### config.mk
export PLATFORM = sky130hd
export DESIGN_NAME = xp2s_lane_flat
export DESIGN_NICKNAME = d
export VERILOG_FILES = /design/src/rtl/xp2s_lane_if.sv /design/src/rtl/xp2s_lane.sv /design/src/flat_wrapper.sv
export SDC_FILE = /design/constraint.sdc
export NUM_CORES = 1
export LEC_CHECK = 0
export CAP_MARGIN = 5
export CORE_MARGIN = 1
export CORE_UTILIZATION = 30
export DETAILED_ROUTE_END_ITERATION = 10
export GPL_TIMING_DRIVEN = 0
export HOLD_SLACK_MARGIN = 0.15
export PLACE_DENSITY = 0.46
export SLEW_MARGIN = 0
export SYNTH_ARGS = -nofsm -noshare
export SYNTH_HDL_FRONTEND = slang
export SYNTH_HIERARCHICAL = 1
export SYNTH_SLANG_ARGS = --single-unit
### constraint.sdc
create_clock -name clk -period 2.2 [get_ports clk]
set_clock_uncertainty 0.1 [all_clocks]
set_input_delay 0.33 -clock clk [delete_from_list [all_inputs] [get_ports clk]]
set_output_delay 0.33 -clock clk [all_outputs]
set_load 0.02 [all_outputs]
### src/rtl/xp2s_lane_if.sv
// Parallel-word / serial-lane handshake bundle for xp2s_lane.
// The master side is the producer of words and the consumer of lanes.
interface xp2s_lane_if #(
  parameter int BWID = 8,
  parameter int Npar = 4
);
  logic [BWID*Npar-1:0] iv_data;
  logic                 i_dv;
  logic                 i_trig;
  logic                 o_rdy;
  logic                 i_ce;
  logic [BWID-1:0]      ov_data;
  logic                 o_nd;
  logic                 o_trig;
  logic                 o_ovf;
  logic                 o_busy;

  modport master (
    output iv_data, i_dv, i_trig, i_ce,
    input  o_rdy, ov_data, o_nd, o_trig, o_ovf, o_busy
  );

  modport slave (
    input  iv_data, i_dv, i_trig, i_ce,
    output o_rdy, ov_data, o_nd, o_trig, o_ovf, o_busy
  );
endinterface

### src/rtl/xp2s_lane.sv
// Parallel-to-serial lane converter: one Npar-lane word in, one lane out per
// enabled cycle (lane 0 first), with a one-word pending buffer for gap-free output.

// Per-lane tap: passes its lane only when the lane counter points at it.
module xp2s_lane_tap #(
  parameter int BWID = 8
) (
  input  logic            sel,
  input  logic [BWID-1:0] din,
  output logic [BWID-1:0] dout
);
  assign dout = sel ? din : '0;
endmodule

module xp2s_lane #(
  parameter int BWID = 8,
  parameter int Npar = 4
) (
  input  logic       clk,
  input  logic       rst,
  xp2s_lane_if.slave bus
);
  localparam int            CW   = (Npar > 1) ? $clog2(Npar) : 1;
  localparam logic [CW-1:0] LAST = CW'(Npar - 1);

  typedef logic [Npar-1:0][BWID-1:0] word_t;
  typedef struct packed {
    word_t data;
    logic  trig;
    logic  vld;
  } slot_t;

  slot_t           act_q, act_d, pnd_q, pnd_d, in_slot;
  logic [CW-1:0]   cnt_q, cnt_d;
  logic [BWID-1:0] data_q, data_d, lane_mux;
  logic            nd_q, nd_d, trig_q, trig_d, ovf_q, busy_q;
  logic            emit, fin, acc;
  word_t           tap;

  always_comb begin
    in_slot      = '0;
    in_slot.data = word_t'(bus.iv_data);
    in_slot.trig = bus.i_trig;
    in_slot.vld  = 1'b1;
  end

  assign emit = act_q.vld && bus.i_ce;
  assign fin  = emit && (cnt_q == LAST);
  // Readiness depends on stored state only, so a producer may look at o_rdy
  // before deciding to raise i_dv.
  assign acc  = bus.i_dv && !pnd_q.vld;

  for (genvar k = 0; k < Npar; k++) begin : g_lane
    xp2s_lane_tap #(.BWID(BWID)) u_tap (
      .sel  (cnt_q == CW'(k)),
      .din  (act_q.data[k]),
      .dout (tap[k])
    );
  end

  always_comb begin
    lane_mux = '0;
    for (int k = 0; k < Npar; k++) lane_mux = lane_mux | tap[k];
  end

  always_comb begin
    act_d  = act_q;
    pnd_d  = pnd_q;
    cnt_d  = cnt_q;
    data_d = data_q;
    nd_d   = 1'b0;
    trig_d = 1'b0;
    if (emit) begin
      data_d = lane_mux;
      nd_d   = 1'b1;
      trig_d = act_q.trig && (cnt_q == '0);
      cnt_d  = fin ? '0 : cnt_q + CW'(1);
    end
    // On the last lane the next word (pending first, else the incoming one)
    // moves straight into active so output continues without a bubble.
    if (fin) begin
      if (pnd_q.vld) begin
        act_d     = pnd_q;
        pnd_d.vld = 1'b0;
      end else if (acc) begin
        act_d = in_slot;
      end else begin
        act_d.vld = 1'b0;
      end
    end else if (acc) begin
      if (!act_q.vld) act_d = in_slot;
      else            pnd_d = in_slot;
    end
  end

  always_ff @(posedge clk) begin
    if (rst) begin
      act_q  <= '0;
      pnd_q  <= '0;
      cnt_q  <= '0;
      data_q <= '0;
      nd_q   <= 1'b0;
      trig_q <= 1'b0;
      ovf_q  <= 1'b0;
      busy_q <= 1'b0;
    end else begin
      act_q  <= act_d;
      pnd_q  <= pnd_d;
      cnt_q  <= cnt_d;
      data_q <= data_d;
      nd_q   <= nd_d;
      trig_q <= trig_d;
      ovf_q  <= bus.i_dv && pnd_q.vld;
      busy_q <= act_d.vld || pnd_d.vld;
    end
  end

  assign bus.o_rdy   = !pnd_q.vld;
  assign bus.ov_data = data_q;
  assign bus.o_nd    = nd_q;
  assign bus.o_trig  = trig_q;
  assign bus.o_ovf   = ovf_q;
  assign bus.o_busy  = busy_q;

  // A pending word can only exist behind an active one.
  a_pnd_needs_act: assert property (@(posedge clk) disable iff (rst)
    pnd_q.vld |-> act_q.vld);
endmodule

### src/flat_wrapper.sv
// flat-port wrapper written by rule: the top's interface ports become plain ports
module xp2s_lane_flat 
#(
  parameter int BWID = 8,
  parameter int Npar = 4
)
  (clk, rst, bus_iv_data, bus_i_dv, bus_i_trig, bus_i_ce, bus_o_rdy, bus_ov_data, bus_o_nd, bus_o_trig, bus_o_ovf, bus_o_busy);
  xp2s_lane_if #(.BWID(BWID), .Npar(Npar)) bus_i ();
  input  logic clk;
  input  logic rst;
  input wire logic [$bits(bus_i.iv_data)-1:0] bus_iv_data;
  input wire logic [$bits(bus_i.i_dv)-1:0] bus_i_dv;
  input wire logic [$bits(bus_i.i_trig)-1:0] bus_i_trig;
  input wire logic [$bits(bus_i.i_ce)-1:0] bus_i_ce;
  output wire logic [$bits(bus_i.o_rdy)-1:0] bus_o_rdy;
  output wire logic [$bits(bus_i.ov_data)-1:0] bus_ov_data;
  output wire logic [$bits(bus_i.o_nd)-1:0] bus_o_nd;
  output wire logic [$bits(bus_i.o_trig)-1:0] bus_o_trig;
  output wire logic [$bits(bus_i.o_ovf)-1:0] bus_o_ovf;
  output wire logic [$bits(bus_i.o_busy)-1:0] bus_o_busy;
  assign bus_i.iv_data = bus_iv_data;
  assign bus_i.i_dv = bus_i_dv;
  assign bus_i.i_trig = bus_i_trig;
  assign bus_i.i_ce = bus_i_ce;
  assign bus_o_rdy = bus_i.o_rdy;
  assign bus_ov_data = bus_i.ov_data;
  assign bus_o_nd = bus_i.o_nd;
  assign bus_o_trig = bus_i.o_trig;
  assign bus_o_ovf = bus_i.o_ovf;
  assign bus_o_busy = bus_i.o_busy;
  xp2s_lane #(.BWID(BWID), .Npar(Npar)) u_core (.clk(clk), .rst(rst), .bus(bus_i));
endmodule
==> out/qor.csv <==
stage;metric;value;unit
timing;Final Setup Violations;0;
setup_path;worst-path fanout max;10;
finish;Inserted Diodes;0;
finish;fillcell total;1386;
place;Post-DP Area;0.00484;mm^2
setup_path;CP required;2.39;ns
worst_hold_path;hold endpoint;u_core/pnd_q[10];
worst_hold_path;hold path depth;2;
timing;max-slew violations;0;
pwr;switching power;948;uW
drt;post-DR vias/cell;5.05;
drt;Detailed Route WL;12300;um
finish;Reg area;0.00164;mm^2
setup_path;WP buf/inv;2;
timing;RSZ-0062 raised after global routing;yes;
global_route;largest net degree at the start of global routing;20;
setup_path;Startpoint Class;flop;
place;HPWL Detailed;9050;um
timing;Period Utilization, post-route;96.6;%
floorplan;I/O pins;50;
pwr;Clock power frac;42.8;%
timing;Max-slew headroom;58.3;%
yosys;Syn Nets;485;
floorplan;Initial Util;30.9;%
timing;final hold vios;0;
pwr;Comb pwr share;15.0;%
cts;Clock Sinks;82;
yosys;register area share after synthesis;39.8;%
pwr;pwr dens;730;mW/mm^2
floorplan;die width;119;um
setup_path;Crit path largest cell delay;0.41;ns
cts;number of CTS-inserted buffers;9;
drt;Routed WL per cell;18.1;um
cts;CTS tree;yes;
setup_path;critical path's slowest cell;dfxtp_1;
finish;Final nets;544;
drt;First DRT Iteration DRCs;195;
drt;post-route DRC violation count;0;
worst_hold_path;worst hold path class;reg -> reg;
drt;Final ANT Viol Nets;0;
yosys;Syn Area/Cell;9.30;um^2
setup_path;Critical Path AT;2.31;ns
setup_path;RR Endpoint;u_core/act_q[30];
setup_path;Crit Path Class;reg -> reg;
cts;clock latency on the worst-skew pair;0.34;ns
drt;Pre-antenna DRT Iters;4;
floorplan;Die Y;119;um
global_route;overall routing resource usage;18.2;%
yosys;register bit total from synthesis;82;
timing;f_max;471;MHz
cts;H-tree Lvls;3;
cts;buffers from clock root to sink, at most;2;
pwr;P_int;2830;uW
pwr;leakage;0.00203;uW
floorplan;die area;0.0142;mm^2
yosys;Cell Area, Synth;0.00413;mm^2
cts;buffer count from post-CTS setup fixing;0;
pwr;Max IR drop VDD;336;uV
global_route;gr ovfl total;0;
yosys;Post-Syn Instances;444;
timing;worst hold slack;0.371;ns
finish;Area growth syn-to-layout;25.4;%
floorplan;core area;0.0133;mm^2
place;Placer Congestion;0.764;
place;count of input and output buffers;49;
cts;clock slew at reported path FFs;0.06;ns
global_route;first-pass GRT wire length;19400;um
global_route;antenna violations before repair;0;
timing;worst-margin pin slew;0.626;ns
cts;Root Driver;clkbuf_16;
setup_path;Crit. End Element;flop;
setup_path;worst-path cell chain;ha_2, buf_2, nand3_2, buf_2, mux2i_1, a22o_1;
yosys;Synth cell types;27;
worst_hold_path;hold path startpoint;u_core/pnd_q[10];
finish;share of cells above drive strength 1;9.45;%
timing;Final Critical Period;2.12;ns
global_route;vias in the first global route;3353;
pwr;Sw Share;25.1;%
setup_path;worst reg-to-reg setup slack;0.08;ns
setup_path;Crit path max-delay family;buffers and inverters;
finish;footprint of the multi-input gates;0.00228;mm^2
drt;via count;3456;
setup_path;reg2reg start;u_core/cnt_q[0];
job;max cap viols;0;
yosys;synth warn;6;
floorplan;cell row count;42;
setup_path;Reg2Reg Depth;6;
finish;Design Area, Final;0.00518;mm^2
run_status;status;finished, final reports clean;
pwr;register share of total power;42.2;%
setup_path;cell mode on critical path;buf_2;
-- per-stage QoR --
stage               setup TNS [ns]  total power, uW  util, %  instances  worst slack [ns]
finish                           0             3780     38.8        684            0.0759
global route               -0.0126             3940     38.8        684          -0.00892
CTS                              0             3820     38.6        684           0.00112
detailed placement           -1.95             2190     36.3        669            -0.124
global placement             -1.97             2180     36.3        669            -0.112
floorplan                        0             1950        -        444             0.437
-- worst register-to-register path, delay by kind of cell, from the launching register on --
family	cells	cell delay [ns]
DFF	1	0.41
and+or+nand+nor	1	0.20
AOI/OAI and AO/OA	1	0.17
buffers and inverters	2	0.55
muxes	1	0.34
adders and majority gates	1	0.30
-- power groups by stage --
stage                     combinational, uW  sequential, uW  clock (uW)
after global placement                  560            1620           0
after detailed placement                566            1630           0
after global routing                    620            1600        1720
after CTS                               566            1590        1660
final                                   569            1590        1620
after floorplan                         325            1630           0
-- Yosys cell counts --
master    number  area [um^2]
buf_4          3         22.5
nand3b_1      33          248
nand3_1       33          165
nand3_2        1         10.0
nand2b_1       1         6.26
ha_1           4         50.1
nor2b_1        2         12.5
nor2_1        13         48.8
inv_1          3         11.3
nand2_1        2         7.51
a21oi_1       36          180
o21ai_0       34          170
a21boi_4       1         18.8
nor3_2         1         10.0
buf_2         19         95.1
dfxtp_1       82         1640
and2_1        33          206
mux2i_1       69          691
clkbuf_1      16         60.1
o21ba_1        1         10.0
a22o_1        33          289
buf_6          3         33.8
a21bo_2        1         10.0
a211oi_1       9         67.6
and3_1         1         6.26
buf_1          2         7.51
nor4_1         8         50.1
-- cells in the final DEF (no fill, tap or decap) --
cell type	synthesis	routed
and3_1	1	1
a211oi_1	9	9
o21ai_0	34	34
clkbuf_1	16	17
nor2b_1	2	2
bufinv_16	0	2
mux2i_1	69	65
nand2_1	2	2
a21oi_1	36	36
clkbuf_8	0	1
nor4_1	8	8
nand3_2	1	1
mux2i_2	0	4
a21bo_2	1	1
nand3b_1	33	33
clkbuf_2	0	2
buf_2	19	19
ha_1	4	3
buf_4	3	3
nand2b_1	1	1
nor3_4	0	1
dfxtp_1	82	82
ha_2	0	1
clkdlybuf4s50_1	0	49
and2_1	33	33
o21ba_1	1	1
a21boi_4	1	1
a22o_1	33	33
inv_1	3	3
clkbuf_16	0	9
nor2_1	13	13
nand3_1	33	33
buf_1	2	2
buf_6	3	3
-- cell type report --
class                      count  area share, %
buffer                        42           4.21
clock buffer                  14           4.91
clock inverter                 2           1.16
inverter                       3          0.218
multi-input combinational    316           44.1
sequential                    82           31.7
tap                          176           4.25
timing repair buffer          49           9.48
-- routing by layer --
metal  vias up  wire length (um)  GRT usage [%]
met5         -                 0              0
met1      1656              6100           25.1
met4         0               125           5.63
met3         6               374           3.74
li1       1735                 -              -
met2        59              5750           28.5
-- flip-flops by register name, summed over array words and instances (netlist names) --
name                cells
u_core/bus.ov_data      8
u_core/pnd_q           34
u_core/bus.o_busy       1
u_core/bus.o_ovf        1
u_core/bus.o_nd         1
u_core/act_q           34
u_core/bus.o_trig       1
u_core/cnt_q            2
-- timing repair --
item | CTS | global route
resized for setup | 0 | 10
hold buffers | 0 | 0
pin swaps | 0 | 0
hold endpoints to repair | 0 | 0
endpoints found under the setup margin | 1 | 59
-- worst max path at each step --
stage                    startpoint                to  slack [ns]  cells past startpoint
CTS                 u_core/cnt_q[0]  u_core/act_q[32]       0.001                      6
finish              u_core/cnt_q[0]  u_core/act_q[30]        0.08                      6
detailed placement         bus_i_dv  u_core/act_q[32]       -0.12                      6
floorplan           u_core/cnt_q[0]  u_core/act_q[10]        0.44                      7
global route        u_core/cnt_q[0]  u_core/act_q[28]      -0.009                      6
global placement           bus_i_dv  u_core/act_q[32]       -0.11                      6
-- logic make-up after synthesis --
group,count (synthesis),synth area share [%]
simple gates,128,18.7
compound gates,115,18.1
flops,82,39.8
mux,69,16.7
buf+inv,46,5.58
fa+ha+maj,4,1.21
(Power assumes the default switching activity.)
